**src/rtl/rom_fetch_pkg.sv**
```systemverilog
// Shared types and constants for the instruction-ROM fetch/data arbiter.
// Holds the controller state encoding and small address helpers.
package rom_fetch_pkg;

    typedef enum logic [1:0] {
        ST_BOOT = 2'd0,
        ST_RUN  = 2'd1,
        ST_HALT = 2'd2
    } fetch_state_t;

    localparam int INST_W    = 32;
    localparam int PC_W      = 32;
    localparam int ROM_WORDS = 1024;
    localparam int BURST_W   = 4;

    // Self-branch word used to mark the end of a program image.
    localparam logic [INST_W-1:0] HALT_SELF_LOOP = 32'h1000_ffff;

    function automatic logic [PC_W-1:0] word_align(input logic [PC_W-1:0] addr);
        return {addr[PC_W-1:2], 2'b00};
    endfunction

    function automatic logic is_misaligned(input logic [PC_W-1:0] addr);
        return (addr[1:0] != 2'b00);
    endfunction

endpackage

```
**src/rtl/rom_fetch_arbiter_port_arb.sv**
```systemverilog
// ROM port arbiter: data reads win until the fetch stream has waited
// DATA_BURST_MAX consecutive data grants, then fetch gets one slot.
module rom_port_arb
    import rom_fetch_pkg::*;
#(
    parameter int DATA_BURST_MAX = 4
) (
    input  logic clk,
    input  logic rst_n,
    input  logic fetch_want,
    input  logic data_want,
    input  logic halt_req,
    output logic fetch_gnt,
    output logic data_gnt
);

    logic [BURST_W-1:0] burst_r;
    logic               fetch_live_s;
    logic               burst_full_s;

    // A pending halt withdraws the fetch stream from arbitration.
    always_comb begin
        fetch_live_s = fetch_want && !halt_req;
        burst_full_s = (burst_r == BURST_W'(DATA_BURST_MAX));
        data_gnt     = data_want && !(fetch_live_s && burst_full_s);
        fetch_gnt    = fetch_live_s && !data_gnt;
    end

    // Count data grants that starved a waiting fetch.
    always_ff @(posedge clk or negedge rst_n) begin
        if (!rst_n) begin
            burst_r <= {BURST_W{1'b0}};
        end else if (!fetch_live_s || fetch_gnt) begin
            burst_r <= {BURST_W{1'b0}};
        end else if (data_gnt) begin
            burst_r <= burst_r + BURST_W'(1);
        end else begin
            burst_r <= burst_r;
        end
    end

endmodule

```
**src/rtl/rom_fetch_arbiter.sv**
```systemverilog
// Sequencing controller for the single-port instruction ROM: shares the ROM
// between the PC-driven fetch stream and a constant-load data port.
module rom_fetch_arbiter
    import rom_fetch_pkg::*;
#(
    parameter logic [31:0] RESET_PC       = 32'h0000_0000,
    parameter int          DATA_BURST_MAX = 4,
    parameter int          ADDR_W         = 10
) (
    input  logic              clk,
    input  logic              rst_n,
    output logic [ADDR_W-1:0] rom_addr,
    input  logic [31:0]       rom_data,
    output logic              inst_valid,
    input  logic              inst_ready,
    output logic [31:0]       inst,
    output logic [31:0]       inst_pc,
    input  logic              redirect_valid,
    input  logic [31:0]       redirect_pc,
    input  logic              dread_req,
    input  logic [31:0]       dread_addr,
    output logic              dread_gnt,
    output logic              dread_valid,
    output logic [31:0]       dread_data,
    input  logic              halt_req,
    output logic              halted,
    output logic              misalign_err
);

    fetch_state_t      state_r;
    logic              halted_r;
    logic [PC_W-1:0]   pc_r;
    logic              inst_valid_r;
    logic [INST_W-1:0] inst_r;
    logic [PC_W-1:0]   inst_pc_r;
    logic              dread_valid_r;
    logic [INST_W-1:0] dread_data_r;
    logic              misalign_r;

    logic [PC_W-1:0]   fetch_addr_s;
    logic              fetch_want_s;
    logic              data_want_s;
    logic              fetch_gnt_s;
    logic              data_gnt_s;
    logic [ADDR_W-1:0] rom_addr_s;
    logic              unused_s;

    // ROM image aliases above the word-address range.
    assign unused_s = ^dread_addr[PC_W-1:ADDR_W+2];

    // Fetch target and request qualification.
    always_comb begin
        if (redirect_valid) begin
            fetch_addr_s = word_align(redirect_pc);
        end else begin
            fetch_addr_s = pc_r;
        end
        fetch_want_s = (state_r == ST_RUN) && (!inst_valid_r || inst_ready);
        data_want_s  = dread_req && (state_r != ST_BOOT);
    end

    rom_port_arb #(
        .DATA_BURST_MAX (DATA_BURST_MAX)
    ) u_port_arb (
        .clk        (clk),
        .rst_n      (rst_n),
        .fetch_want (fetch_want_s),
        .data_want  (data_want_s),
        .halt_req   (halt_req),
        .fetch_gnt  (fetch_gnt_s),
        .data_gnt   (data_gnt_s)
    );

    // ROM address mux; idles on the current pc index.
    always_comb begin
        if (data_gnt_s) begin
            rom_addr_s = dread_addr[ADDR_W+1:2];
        end else if (fetch_gnt_s) begin
            rom_addr_s = fetch_addr_s[ADDR_W+1:2];
        end else begin
            rom_addr_s = pc_r[ADDR_W+1:2];
        end
    end

    // Controller FSM with registered halted flag.
    always_ff @(posedge clk or negedge rst_n) begin
        if (!rst_n) begin
            state_r  <= ST_BOOT;
            halted_r <= 1'b0;
        end else begin
            case (state_r)
                ST_BOOT: begin
                    state_r  <= ST_RUN;
                    halted_r <= 1'b0;
                end
                ST_RUN: begin
                    if (halt_req) begin
                        state_r  <= ST_HALT;
                        halted_r <= 1'b1;
                    end else begin
                        state_r  <= ST_RUN;
                        halted_r <= 1'b0;
                    end
                end
                ST_HALT: begin
                    if (!halt_req) begin
                        state_r  <= ST_RUN;
                        halted_r <= 1'b0;
                    end else begin
                        state_r  <= ST_HALT;
                        halted_r <= 1'b1;
                    end
                end
                default: begin
                    state_r  <= ST_BOOT;
                    halted_r <= 1'b0;
                end
            endcase
        end
    end

    // Program counter; a redirect without a fetch slot is parked here.
    always_ff @(posedge clk or negedge rst_n) begin
        if (!rst_n) begin
            pc_r <= RESET_PC;
        end else if (fetch_gnt_s) begin
            pc_r <= fetch_addr_s + 32'd4;
        end else if (redirect_valid) begin
            pc_r <= word_align(redirect_pc);
        end else begin
            pc_r <= pc_r;
        end
    end

    // Instruction output register toward decode.
    always_ff @(posedge clk or negedge rst_n) begin
        if (!rst_n) begin
            inst_valid_r <= 1'b0;
            inst_r       <= 32'd0;
            inst_pc_r    <= 32'd0;
        end else if (fetch_gnt_s) begin
            inst_valid_r <= 1'b1;
            inst_r       <= rom_data;
            inst_pc_r    <= fetch_addr_s;
        end else if (redirect_valid || (inst_valid_r && inst_ready)) begin
            inst_valid_r <= 1'b0;
        end else begin
            inst_valid_r <= inst_valid_r;
        end
    end

    // Data-read return: one-cycle valid pulse after each grant.
    always_ff @(posedge clk or negedge rst_n) begin
        if (!rst_n) begin
            dread_valid_r <= 1'b0;
            dread_data_r  <= 32'd0;
        end else if (data_gnt_s) begin
            dread_valid_r <= 1'b1;
            dread_data_r  <= rom_data;
        end else begin
            dread_valid_r <= 1'b0;
        end
    end

    // Sticky misalignment flag, cleared only by reset.
    always_ff @(posedge clk or negedge rst_n) begin
        if (!rst_n) begin
            misalign_r <= 1'b0;
        end else if ((redirect_valid && is_misaligned(redirect_pc)) ||
                     (data_gnt_s && is_misaligned(dread_addr))) begin
            misalign_r <= 1'b1;
        end else begin
            misalign_r <= misalign_r;
        end
    end

    assign rom_addr     = rom_addr_s;
    assign dread_gnt    = data_gnt_s;
    assign inst_valid   = inst_valid_r;
    assign inst         = inst_r;
    assign inst_pc      = inst_pc_r;
    assign dread_valid  = dread_valid_r;
    assign dread_data   = dread_data_r;
    assign halted       = halted_r;
    assign misalign_err = misalign_r;

endmodule
```
**config.mk**
```make
export PLATFORM = sky130hd
export DESIGN_NAME = rom_fetch_arbiter
export DESIGN_NICKNAME = d
export VERILOG_FILES = /design/src/rtl/rom_fetch_pkg.sv /design/src/rtl/rom_fetch_arbiter_port_arb.sv /design/src/rtl/rom_fetch_arbiter.sv
export SDC_FILE = /design/constraint.sdc
export NUM_CORES = 1
export LEC_CHECK = 0
export ABC_AREA = 1
export CAP_MARGIN = 20
export CORE_MARGIN = 2
export CORE_UTILIZATION = 45
export CTS_CLUSTER_DIAMETER = 40
export DETAILED_ROUTE_END_ITERATION = 16
export GPL_ROUTABILITY_DRIVEN = 0
export PLACE_DENSITY = 0.79
export SYNTH_ARGS = -nofsm -noshare
export SYNTH_HDL_FRONTEND = slang
export SYNTH_SLANG_ARGS = --single-unit
export TNS_END_PERCENT = 1
```
**constraint.sdc**
```tcl
create_clock -name clk -period 2.4 [get_ports clk]
set_clock_uncertainty 0.2 [all_clocks]
set_input_delay 0.24 -clock clk [delete_from_list [all_inputs] [get_ports clk]]
set_output_delay 0.24 -clock clk [all_outputs]
set_load 0.05 [all_outputs]
```
After elaboration in Yosys (flattened, before gate mapping)

Cells that the tools add are included.

Flip-flop bits (word level): 138
Bits of input ports: 102
Word-level logic and storage cells: 53

Add/sub/neg operators: 2
Eq/ne operators: 3
Multiplexer cells: 13
Reductions and logical operators: 25

Operators by type and width:

| cell                  | count |
|---|---|
| $mux 32               | 2 |
| $add 32x3->32 const B | 1 |
| $mux 10               | 2 |
| $reduce_bool 2->1     | 5 |
| $logic_and 1x1->1     | 9 |
| $mux 4                | 2 |
| $logic_not 1->1       | 5 |
| $mux 1                | 5 |
| $add 4x1->4 const B   | 1 |
| $eq 4x3->1 const B    | 1 |
| $logic_or 1x1->1      | 4 |
| $pmux 2 s2            | 1 |
| $eq 2x1->1 const B    | 1 |
| $eq 2x2->1 const B    | 1 |
| $logic_not 2->1       | 1 |
| $mux 2                | 1 |
| $reduce_or 2->1       | 1 |

Depth between registers and ports, before layout

Depth after elaboration: 11
Depth in mapped cells: 13
Gate-level depth less buffers: 11

Modules after synthesis

A second synthesis with hierarchy kept.

Cells, all modules: 727
Area, all modules: 6448.7 µm²

Modules (own cells, without submodules):

| module            | instances | cells an instance | area each (µm²) | sequential area each (µm²) |
|---|---|---|---|---|
| rom_fetch_arbiter | 1         | 700               | 6216.0          | 3328.2 |
| rom_port_arb      | 1         | 27                | 232.7           | 100.1 |

Worst setup path after synthesis

No wires, ideal clock.

Path kind: register to output
From: reg inst_valid_r, in the netlist inst_valid
To: out rom_addr[8]
Arrival: 2183 ps
Setup slack: -223 ps
Cell stages (with the launch flop): 9
Path buffers: 2
Cells stage by stage: dfrtp_1 -> nand2_1 -> nand2_1 -> buf_2 -> or2_1 -> nand2_1 -> inv_1 -> buf_2 -> o21ai_1

Longest elaborated chain between the ends: 11

Ends and longest elaborated chain:

| what                   | line                             | text |
|---|---|---|
| from (decl)            | rom_fetch_arbiter.sv:33          | `logic inst_valid_r;` |
| from (signal assigned) | rom_fetch_arbiter.sv:148         | `inst_valid_r <= inst_valid_r;` |
| $logic_not 1->1 (*)    | rom_fetch_arbiter.sv:58          | `fetch_want_s = (state_r == ST_RUN) && (!inst_valid_r \|\| inst_ready);` |
| $logic_or 1x1->1 (*)   | rom_fetch_arbiter.sv:58          |  |
| $logic_and 1x1->1 (*)  | rom_fetch_arbiter.sv:58          |  |
| $logic_and 1x1->1 (*)  | rom_fetch_arbiter_port_arb.sv:23 | `fetch_live_s = fetch_want && !halt_req;` |
| $logic_and 1x1->1      | rom_fetch_arbiter_port_arb.sv:25 | `data_gnt = data_want && !(fetch_live_s && burst_full_s);` |
| $logic_not 1->1        | rom_fetch_arbiter_port_arb.sv:25 |  |
| $logic_and 1x1->1      | rom_fetch_arbiter_port_arb.sv:25 |  |
| $logic_not 1->1        | rom_fetch_arbiter_port_arb.sv:26 | `fetch_gnt = fetch_live_s && !data_gnt;` |
| $logic_and 1x1->1      | rom_fetch_arbiter_port_arb.sv:26 |  |
| $mux 10                | rom_fetch_arbiter.sv:78          | `end else if (fetch_gnt_s) begin` |
| $mux 10 (*)            | rom_fetch_arbiter.sv:76          | `if (data_gnt_s) begin` |
| to (decl)              | rom_fetch_arbiter.sv:12          | `output logic [ADDR_W-1:0] rom_addr,` |

Mark *: on every way between the ends. The rest lies on a longest branch, timed or not.

Worst setup path after layout

From: reg state_r[0]
To: out rom_addr[7]

Longest elaborated chain between the ends: 10
Elaborated cells between the ends (all ways): 12
Classes of those cells: eq/ne (1); mux (2); reduce/logical (9)

Ends and longest elaborated chain:

| what                   | line                             | text |
|---|---|---|
| from (decl)            | rom_fetch_arbiter.sv:30          | `fetch_state_t state_r;` |
| from (signal assigned) | rom_fetch_arbiter.sv:88          | `state_r <= ST_BOOT;` |
| from (signal assigned) | rom_fetch_arbiter.sv:93          | `state_r <= ST_RUN;` |
| from (signal assigned) | rom_fetch_arbiter.sv:98          | `state_r <= ST_HALT;` |
| $eq 2x1->1             | rom_fetch_arbiter.sv:58          |  |
| $logic_and 1x1->1      | rom_fetch_arbiter.sv:58          |  |
| $logic_and 1x1->1      | rom_fetch_arbiter_port_arb.sv:23 |  |
| $logic_and 1x1->1      | rom_fetch_arbiter_port_arb.sv:25 |  |
| $logic_not 1->1        | rom_fetch_arbiter_port_arb.sv:25 |  |
| $logic_and 1x1->1      | rom_fetch_arbiter_port_arb.sv:25 |  |
| $logic_not 1->1        | rom_fetch_arbiter_port_arb.sv:26 |  |
| $logic_and 1x1->1      | rom_fetch_arbiter_port_arb.sv:26 |  |
| $mux 10                | rom_fetch_arbiter.sv:78          |  |
| $mux 10 (*)            | rom_fetch_arbiter.sv:76          |  |

Marked as above.

==> key figures <==
Floorplanning
  – Chip width: 124 µm
  – Core ar.: 13900 µm²
  – Row count: 43
  – IO Count: 213
  – Starting Density: 46.2%
  – Die Height: 124 µm
  – Die Area: 15300 µm²

Routing
  – Initial drt markers: 419
  – Routed Antenna Nets: 0
  – Via count: 6231
  – Avg Vias per Cell: 5.02
  – Drt drc: 0
  – Avg WL per Cell: 15.9 µm
  – First-pass DRT Iterations: 5
  – DRT Wirelength: 19700 µm

Logic synthesis
  – Avg Cell Area, Syn: 8.07 µm²
  – Sequential area share after synthesis: 53.6%
  – Mapped Area: 6440 µm²
  – Post-synth top area share: 53.6%
  – Synth cell types: 31
  – Area leader, netlist: dfrtp_1
  – Gate Count Post-Synth: 798
  – Mapped Nets: 906
  – Flops & latches, synth: 138
  – Yosys warns: 0
  – Ranking of synthesized cells by area: dfrtp_1 (54%), nand2_1 (20%), o21ai_0 (3.8%)

STA
  – Final setup fails: 11
  – Final slew viol count: 0
  – Fin crit period: 2.72 ns
  – RSZ-0062 raised after global routing: yes
  – Hold Vio Cnt, Final: 0
  – Fmax: 368 MHz
  – Fin crit share: 113%
  – Least-Margin Pin Slew: 0.569 ns
  – Slew HR: 61.9%
  – Worst Setup Slack, final: -0.320 ns

Flow run
  – Max cap viols: 0

Global routing
  – Largest net degree at the start of global routing: 58
  – Initial antenna violation count: 0
  – First-pass GRT wire length: 30800 µm
  – Global route overflow: 0
  – Vias in the first global route: 6327
  – Tot GR Track Use: 26.3%

Power and ir drop
  – VDD IR-drop max: 690 µV
  – Total power: 13.6 mW
  – Power density over cell area: 1370 nW/µm²
  – Lkg Pwr: 4.87 nW

Placed design
  – # port buffers: 192
  – Cells after DPL: 1198
  – Detailed placer's ending HPWL: 13400 µm

Outcome
  – Outcome: finished, violations left
  – Failing checks: setup timing

Worst setup path
  – Critical Path Max Stage Delay: 0.45 ns
  – Critical path type: register to output port
  – Crit path DAT: 2.28 ns
  – Worst Setup Start Kind: register
  – Cell mode on critical path: nand2_2
  – Cells along the critical path: ha_4, inv_2, nor2_4, nand2_2, or2_4, nand2_4, clkinvlp_4, buf_4, nand2_2, nand3_4, buf_12
  – CP max FO: 4
  – Setup crit end kind: output port
  – Slowest-stage cell, CP: dfrtp_1
  – Worst EP required: 1.96 ns

Clock tree
  – Latest clock arrival within the worst-skew pair: 0.42 ns
  – Worst-path clk slew: 0.06 ns
  – Clock sink count: 138
  – CTS buffer count: 17
  – CTS tree: done
  – H-tree Lvls: 4
  – Root Buffer: clkbuf_16
  – Maximum clock insertion buffer count: 2

Hold path
  – Worst hold path class: input port to asynchronous set/reset pin

Cells and area
  – Ant diodes: 0
  – Share of cells above drive strength 1: 17.0%
  – Most common cell after layout, fill and taps aside: nand2_1
  – Number of nets in the layout: 1159
  – Synth-to-layout area growth: 55.0%
  – Non-Filler Instances: 1242
  – # fillers: 976
  – Most frequent cells in the layout: nand2_1 (338), clkdlybuf4s50_1 (180), dfrtp_1 (138), buf_4 (64), inv_1 (60)
==> worst paths after layout <==
kind                              start        endpoint  slack (ns)  depth (start not counted)
min reg2reg                    inst[18]        inst[18]        0.27                          2
max reg2reg                  state_r[0]        pc_r[18]        0.10                         13
min                               rst_n        pc_r[30]        0.16                          2
max in group asynchronous         rst_n        inst[24]        1.13                          3
min in group clk           rom_data[26]  dread_data[26]        0.19                          3
max                          state_r[0]     rom_addr[7]       -0.32                         11
==> worst max-delay path: cells and delay by family (launching register included) <==
family        cells  cell delay (ns)
fa+ha+maj         1             0.18
flops             1             0.45
simple gates      6             0.71
buf+inv           4             0.53
==> what timing repair did <==
action                                  CTS  global route
buffers inserted                          9             3
hold buffers                              1             0
hold endpoints to repair                 53             0
pin swaps                                 3             7
endpoints found under the setup margin   11            19
cloned                                    1             0
resized for setup                        29            25
==> power by group <==
group | leakage (nW) | switching, mW | internal (mW) | total (mW)
registers | 1.71 | 0.459 | 3.17 | 3.62
clock network | 0.281 | 0.991 | 1.65 | 2.64
logic | 2.88 | 4.84 | 2.55 | 7.38
total | 4.87 | 6.29 | 7.36 | 13.6
==> cell usage after synthesis, drive strengths merged <==
cell and count:
nand3 39, xnor2 2, xor2 12, nand4 3
nand3b 4, or2 2, buf 24, nor2 67
clkinv 1, a21oi 4, nand2 365, clkbuf 8
inv 65, o21ai 51, a31oi 7, dfrtp 138
ha 6
==> per-layer routing <==
metal  track usage (%)  share of wire (%)  vias up
li1                  -                  -     2960
met1              32.0                 39     2986
met2              45.2                 51      245
met3              6.59                6.8       40
met4              9.38                2.4        0
met5                 0                  0        -
==> per-stage QoR <==
stage               area [µm²]  hold WS (ns)  TNS, ns  setup slack [ns]  utilization [%]
finish                    9980         0.165    -3.27            -0.320             71.7
global route              9980         0.201    -4.08            -0.389             71.7
CTS                       9830         0.168    -2.27            -0.223             70.6
detailed placement        9020        0.0517   -0.837           -0.0814             64.8
global placement          9020        0.0547        0          0.000918             64.8
floorplan                 6450        -0.256        0           0.00761                -
==> layout make-up <==
type / instances / area, µm² / area share [%]
well taps: 180 / 225 / 2.26
clock inverters: 11 / 149 / 1.49
repair buffers: 266 / 2700 / 27.0
multi-input cells: 562 / 2760 / 27.6
inverters: 66 / 259 / 2.59
clock buffers: 19 / 443 / 4.44
flip-flops and latches: 138 / 3450 / 34.6
==> cells by family (layout without fill, tap and decap cells) <==
family	after synthesis	after routing	share of synthesized area, %
compound gates	62	62	5.07
xor+xnor	14	14	1.90
fa+ha+maj	6	6	1.17
buf+inv	98	362	7.07
flops	138	138	53.6
simple gates	480	480	31.2
==> sequential cells by signal, summed over array words and instances, names as in the netlist <==
name / flops
dread_data: 32
inst: 32
inst_pc: 32
pc_r: 32
u_port_arb.burst_r: 4
state_r: 2
dread_valid: 1
halted: 1
inst_valid: 1
misalign_err: 1
Power figures use the tool's default switching activity.
